## config.mk

```make
export PLATFORM = sky130hd
export DESIGN_NAME = mmio_key_in
export DESIGN_NICKNAME = d
export VERILOG_FILES = /design/src/rtl/mmio_key_in.sv
export SDC_FILE = /design/constraint.sdc
export NUM_CORES = 1
export LEC_CHECK = 0
export ABC_AREA = 1
export BUFFER_PORTS_ARGS = -buffer_cell sky130_fd_sc_hd__clkbuf_2
export CAP_MARGIN = 20
export CORE_UTILIZATION = 30
export DETAILED_ROUTE_END_ITERATION = 10
export GPL_TIMING_DRIVEN = 0
export SLEW_MARGIN = 10
export SYNTH_ARGS = -nofsm -noshare
export SYNTH_HDL_FRONTEND = slang
export SYNTH_SLANG_ARGS = --single-unit
```

## constraint.sdc

```tcl
create_clock -name iCLK -period 2.1 [get_ports iCLK]
set_input_delay 0.315 -clock iCLK [delete_from_list [all_inputs] [get_ports iCLK]]
set_output_delay 0.315 -clock iCLK [all_outputs]
set_load 0.02 [all_outputs]
```

## src/rtl/mmio_key_in.sv

```systemverilog
// mmio_key_in: synchronised, debounced pushbutton input port on the data bus.
// Optional auto-repeat of held keys when KEYIN_REPEAT_EN is defined.
module mmio_key_in #(
  parameter logic [7:0] BASE_ADDR       = 8'hF0,
  parameter int         DEBOUNCE_CYCLES = 250000,
  parameter int         REPEAT_CYCLES   = 12500000
) (
  input  logic       iCLK,
  input  logic       iRST_N,
  input  logic [3:0] iKEY,
  input  logic [7:0] iAddress,
  input  logic       iWe,
  input  logic [7:0] iWData,
  output logic [7:0] oRData,
  output logic       oHit
);

  localparam int CW = $clog2(DEBOUNCE_CYCLES);
  localparam logic [CW-1:0] CNT_MAX = CW'(DEBOUNCE_CYCLES - 1);

  logic [3:0]    sync1_q, sync1_d;
  logic [3:0]    sync2_q, sync2_d;
  logic [3:0]    level_q, level_d;
  logic [3:0]    event_q, event_d;
  logic [CW-1:0] cnt_q [4];
  logic [CW-1:0] cnt_d [4];
  logic          last_vld_q, last_vld_d;
  logic [1:0]    last_idx_q, last_idx_d;

  logic [3:0] pressed;
  logic [3:0] rise;
  logic [3:0] rep_fire;
  logic [3:0] set_evt;
  logic [3:0] clr_evt;
  logic [7:0] off;
  logic       wr_evt;
  logic       wr_last;

  // Two-flop synchroniser; raw keys are active-low.
  always_comb begin
    sync1_d = iKEY;
    sync2_d = sync1_q;
  end

  // Per-key debounce: count while synced value differs from level.
  always_comb begin
    pressed = ~sync2_q;
    level_d = level_q;
    for (int i = 0; i < 4; i++) begin
      cnt_d[i] = '0;
      if (pressed[i] != level_q[i]) begin
        if (cnt_q[i] == CNT_MAX) begin
          level_d[i] = ~level_q[i];
        end else begin
          cnt_d[i] = cnt_q[i] + CW'(1);
        end
      end
    end
    rise = level_d & ~level_q;
  end

`ifdef KEYIN_REPEAT_EN
  localparam int RW = $clog2(REPEAT_CYCLES);
  localparam logic [RW-1:0] REP_MAX = RW'(REPEAT_CYCLES - 1);

  logic [RW-1:0] rep_cnt_q [4];
  logic [RW-1:0] rep_cnt_d [4];

  // Repeat timer: restarts on press, fires each period while held.
  always_comb begin
    rep_fire = '0;
    for (int i = 0; i < 4; i++) begin
      rep_cnt_d[i] = '0;
      if (level_q[i] && level_d[i]) begin
        if (rep_cnt_q[i] == REP_MAX) begin
          rep_fire[i] = 1'b1;
        end else begin
          rep_cnt_d[i] = rep_cnt_q[i] + RW'(1);
        end
      end
    end
  end

  // Repeat timer registers.
  always_ff @(posedge iCLK or negedge iRST_N) begin
    if (!iRST_N) begin
      for (int i = 0; i < 4; i++) rep_cnt_q[i] <= '0;
    end else begin
      for (int i = 0; i < 4; i++) rep_cnt_q[i] <= rep_cnt_d[i];
    end
  end
`else
  logic [31:0] unused_repeat;
  assign unused_repeat = 32'(REPEAT_CYCLES);
  assign rep_fire = '0;
`endif

  logic unused_wdata;
  assign unused_wdata = ^iWData[7:4];

  // Window decode; offset wraps so the window may sit at the top of the map.
  always_comb begin
    off     = iAddress - BASE_ADDR;
    oHit    = (off < 8'd3);
    wr_evt  = iWe && (off == 8'd1);
    wr_last = iWe && (off == 8'd2);
  end

  // Sticky events and last key; a set always beats a same-cycle clear.
  always_comb begin
    set_evt    = rise | rep_fire;
    clr_evt    = wr_evt ? iWData[3:0] : 4'h0;
    event_d    = (event_q & ~clr_evt) | set_evt;
    last_vld_d = last_vld_q;
    last_idx_d = last_idx_q;
    if (|set_evt) begin
      last_vld_d = 1'b1;
      priority case (1'b1)
        set_evt[0]: last_idx_d = 2'd0;
        set_evt[1]: last_idx_d = 2'd1;
        set_evt[2]: last_idx_d = 2'd2;
        default:    last_idx_d = 2'd3;
      endcase
    end else if (wr_last) begin
      last_vld_d = 1'b0;
      last_idx_d = 2'd0;
    end
  end

  // Zero-latency register read mux.
  always_comb begin
    oRData = 8'h00;
    if (oHit) begin
      case (off[1:0])
        2'd0:    oRData = {4'b0, level_q};
        2'd1:    oRData = {4'b0, event_q};
        2'd2:    oRData = {last_vld_q, 5'b0, last_idx_q};
        default: oRData = 8'h00;
      endcase
    end
  end

  // State registers.
  always_ff @(posedge iCLK or negedge iRST_N) begin
    if (!iRST_N) begin
      sync1_q    <= 4'hF;
      sync2_q    <= 4'hF;
      level_q    <= 4'h0;
      event_q    <= 4'h0;
      last_vld_q <= 1'b0;
      last_idx_q <= 2'd0;
      for (int i = 0; i < 4; i++) cnt_q[i] <= '0;
    end else begin
      sync1_q    <= sync1_d;
      sync2_q    <= sync2_d;
      level_q    <= level_d;
      event_q    <= event_d;
      last_vld_q <= last_vld_d;
      last_idx_q <= last_idx_d;
      for (int i = 0; i < 4; i++) cnt_q[i] <= cnt_d[i];
    end
  end

endmodule

```

==> results <==
- The run finished with clean final reports.
- After detailed routing, the total wire length is 10.20 mm.
- The fraction of post-synthesis cell area in the top cell type by area is 41.26%.
- The class of the worst hold path is input pin to register.
- CTS placed an instance of clkbuf_16 at the clock tree root.
- Synthesis inferred 91 register bits.
- Global routing used 12.81% of the available tracks.
- After global routing the overflow that remains totals 0.
- The total leakage power is 0.002520 uW.
- After detailed routing, no signal wire sits above met4.
- The placed instances occupy a cell area of 0.005461 mm2.
- The synthesis warning total is 0.
- Cells with a size suffix above 1 make up 15.03% of the layout.
- In this run the tightest slew margin relative to its limit is 63.89%.
- The placement-stage worst setup slack is 0.2363 ns.
- The number of antenna violations at the first check in global routing is 0.
- The global-route wire length before repair is 18.40 mm.
- The delay of the slowest cell on the worst path is 0.30 ns.
- The most prevalent standard cell on the critical path is clkbuf_2.
- In this run the vertical extent of the chip is 131.5 um.
- After floorplanning, the core was divided into 46 placement rows.
- The slew at the pin closest to its max-slew limit is 0.5360 ns.
- Port buffering added 24 buffers.
- The region available for standard cell placement spans 0.01612 mm2.
- The tool flagged a number of max-cap violations equal to 0.
- Pin placement for this block handled 32 I/O pins.
- The maximum operating frequency is 0.5348 GHz.
- Data arrives at the worst endpoint at 1.55 ns.
- The number of gates given a new drive strength after cts is 0.
- The final critical path time including I/O delays and setup is 1.870 ns.
- The type of element launching the critical path is an input pin.
- Of all nets on the critical path, the largest fanout is 4.
- The total DRC errors in the routed layout is 0.
- Yosys mapped a number of flops with a built-in enable equal to 0.
- The floorplan step defined a die boundary enclosing 0.01730 mm2.
- In this run the mean area of a mapped cell was 8.015 um2.
- Counting instances, the worst hold path has a depth of 1.
- Summing the sequential cell areas from Yosys gives 45.44% of the chip area.
- Setup repair after global routing left no endpoint under its margin.
- Ranked by total cell area, the synthesized netlist is headed by dfrtp_1 (41%), nor2_1 (9.7%), nand2_1 (8.4%).
- The clock latency of the later-clocked register in the worst-skew pair is 0.34 ns.
- The worst reg-to-reg path cell count is 8.
- The worst ir drop on vdd is 377.4 uV.
- The starting utilization of the core area is 31.23%.
- The final routed wire length divided by cell count is 11.49 um.
- The HPWL after detailed placement is 7.665 mm.
- The number of global-route vias before repair is 3,930.
- The DRC marker count from the first detailed-route iteration is 263.
- The via density per instance is 4.507.
- The number of standard cells after synthesis is 628.
- In the finished design, the share of the clock period the worst path needs comes to 89.04%.
- On the final layout, the worst clock skew is 0.006152 ns.
- For this run, the post-layout net count is 694.
- The kind of critical path is input pin to output port.
- The total count of hold-check failures in the final report is 0.
- After synthesis the cells add up to 0.005034 mm2.
- The routed layout has 4,002 vias.
- The worst path setup slack after routing is 0.2301 ns.
- The number of hold-repair buffers added at the cts stage is 1.
- The cell area power density is 626.7 mW/mm2.
- For this block, wires on met1 add up to 5.161 mm.
- Hold timing on the final database bottoms out at a slack of 0.05669 ns.
- Counting distinct cell types in the post-synthesis netlist gives 29.
- The layout overhead on the synthesized area is 14.64%.
- 0 antenna diodes ended up in the layout.
- The cell type of the slowest stage on the worst timing path is a21oi_1.
- The H-tree depth reported by CTS is 3.
- Entering global routing, the biggest net connects 58 pins.
- For this design, the sink count on the clock tree is 91.
- After clock tree synthesis, the clock-pin slew on the worst setup and hold paths is 0.06 ns.
- The placer's final routability congestion estimate is 0.8800.
- The largest total area in the synthesized netlist belongs to dfrtp_1.
- In the detailed route, the total length drawn on met2 is 4.734 mm.
- The number of endpoints failing setup at the final stage is 0.
- The most common flop cell mapped by yosys is dfrtp_1.
- TritonCTS built the clock tree.
- In this run the post-CTS setup repair buffer count came out at 0.
- After the flow finishes, the layout carries non-filler instances totaling 888.
- The die span in x is 131.5 um.
- STA puts the critical path data required time at 1.78 ns.
- The number of clock buffers inserted by TritonCTS is 9.
- The total placed cells including tap cells is 871.
- The area of all placed cells without fillers is 0.005771 mm2.
- The remaining number of nets flagged by the antenna check after routing is 0.
- The number of pins with negative max-slew slack in the final report is 0.
- The longest clock path from root to sink contains 2 buffers.
- The length of routed met3 wiring is 229 um.
- The total iterations of the first detailed-routing run is 4.
- The element type at the critical path end is an output port.
- Walking the worst path, the cells encountered are clkbuf_2 -> nand4_1 -> nor3_1 -> o21ai_0 -> a21oi_1 -> clkbuf_2.
- After synthesis, the share of flip-flops with an asynchronous set or reset is 100.0%.
cell type report:
class,instances,area [um2]
Fill cell,1709,10340
Multi-Input combinational cell,447,2394
Sequential cell,91,2287
Inverter,88,330.3
Tap cell,216,270.3
Clock buffer,14,264.0
Timing Repair Buffer,26,160.2
Clock inverter,2,35.03
Buffer,4,30.03
cell families after synthesis:
| logic type | count (synthesis) | synth area share, % |
|---|---|---|
| simple gates | 363 | 35.27 |
| buf+inv | 92 | 7.159 |
| flops | 91 | 45.44 |
| xor+xnor | 41 | 7.134 |
| compound gates | 36 | 3.928 |
| fa+ha+maj | 4 | 0.9943 |
| other cells | 1 | 0.07450 |
cells in the final DEF, fill, tap and decap left out, drive strengths merged, types with 2 or more instances in the layout:
master and count:
a31o 2, nor3 27, ha 4, dfstp 8, xnor2 9, nand2 113
a31oi 3, a21oi 14, buf 5, conb 3, nand3 50, xor2 32
nand4 25, dfrtp 83, clkbuf 38, nor3b 3, nor2 144, o21ai 16
inv 88
cell usage after synthesis, drive strengths merged (2+ instances only):
cell   count
nor3      27
xor2      32
o21ai     16
inv       88
dfstp      8
dfrtp     83
a31oi      3
xnor2      9
nor2     144
buf        4
nor3b      3
a31o       2
nand2    113
ha         4
nand4     25
a21oi     14
nand3     50
state kept, by name (all words and copies together) (netlist names):
signal / flops
last_idx_q: 2
sync2_q: 4
last_vld_q: 1
cnt_q: 72
event_q: 4
sync1_q: 4
level_q: 4
per-layer routing:
layer / track usage (%) / vias to the layer above
met5: 0 / -
met4: 3.101 / 0
met3: 2.778 / 7
met2: 20.84 / 41
met1: 17.22 / 1881
li1: - / 2073
final timing paths:
path,endpoint,slack [ns],start
max,oRData[3],0.23,iAddress[7]
min,sync1_q[0]$_DFF_PN1_,0.06,iKEY[0]
max reg2reg,cnt_q[34]$_DFF_PN0_,0.40,cnt_q[18]$_DFF_PN0_
min reg2reg,sync2_q[2]$_DFF_PN1_,0.36,sync1_q[2]$_DFF_PN1_
max in group asynchronous,sync2_q[2]$_DFF_PN1_,0.91,iRST_N
min in group asynchronous,cnt_q[67]$_DFF_PN0_,0.51,iRST_N
stage by stage:
stage / util [%] / power, uW / TNS, ns
after global placement: 33.70 / 2019 / -32.90
final: 35.81 / 3616 / 0
after floorplan: - / 1937 / 0
after detailed placement: 33.89 / 2029 / 0
after CTS: 35.81 / 3685 / 0
after global routing: 35.81 / 3777 / 0
critical path: cells and delay by family:
| family | cells | cell delay [ns] |
|---|---|---|
| compound gates | 2 | 0.59 |
| buf+inv | 2 | 0.31 |
| simple gates | 2 | 0.34 |
where the power goes:
part | total [uW] | internal, uW | switching, uW | leakage, uW
clock | 1620 | 987 | 635 | 0.000147
sequential | 1830 | 1790 | 32.7 | 0.00120
combinational | 169 | 57.3 | 111 | 0.00117
Note: power is estimated with default switching activity, not from simulation.
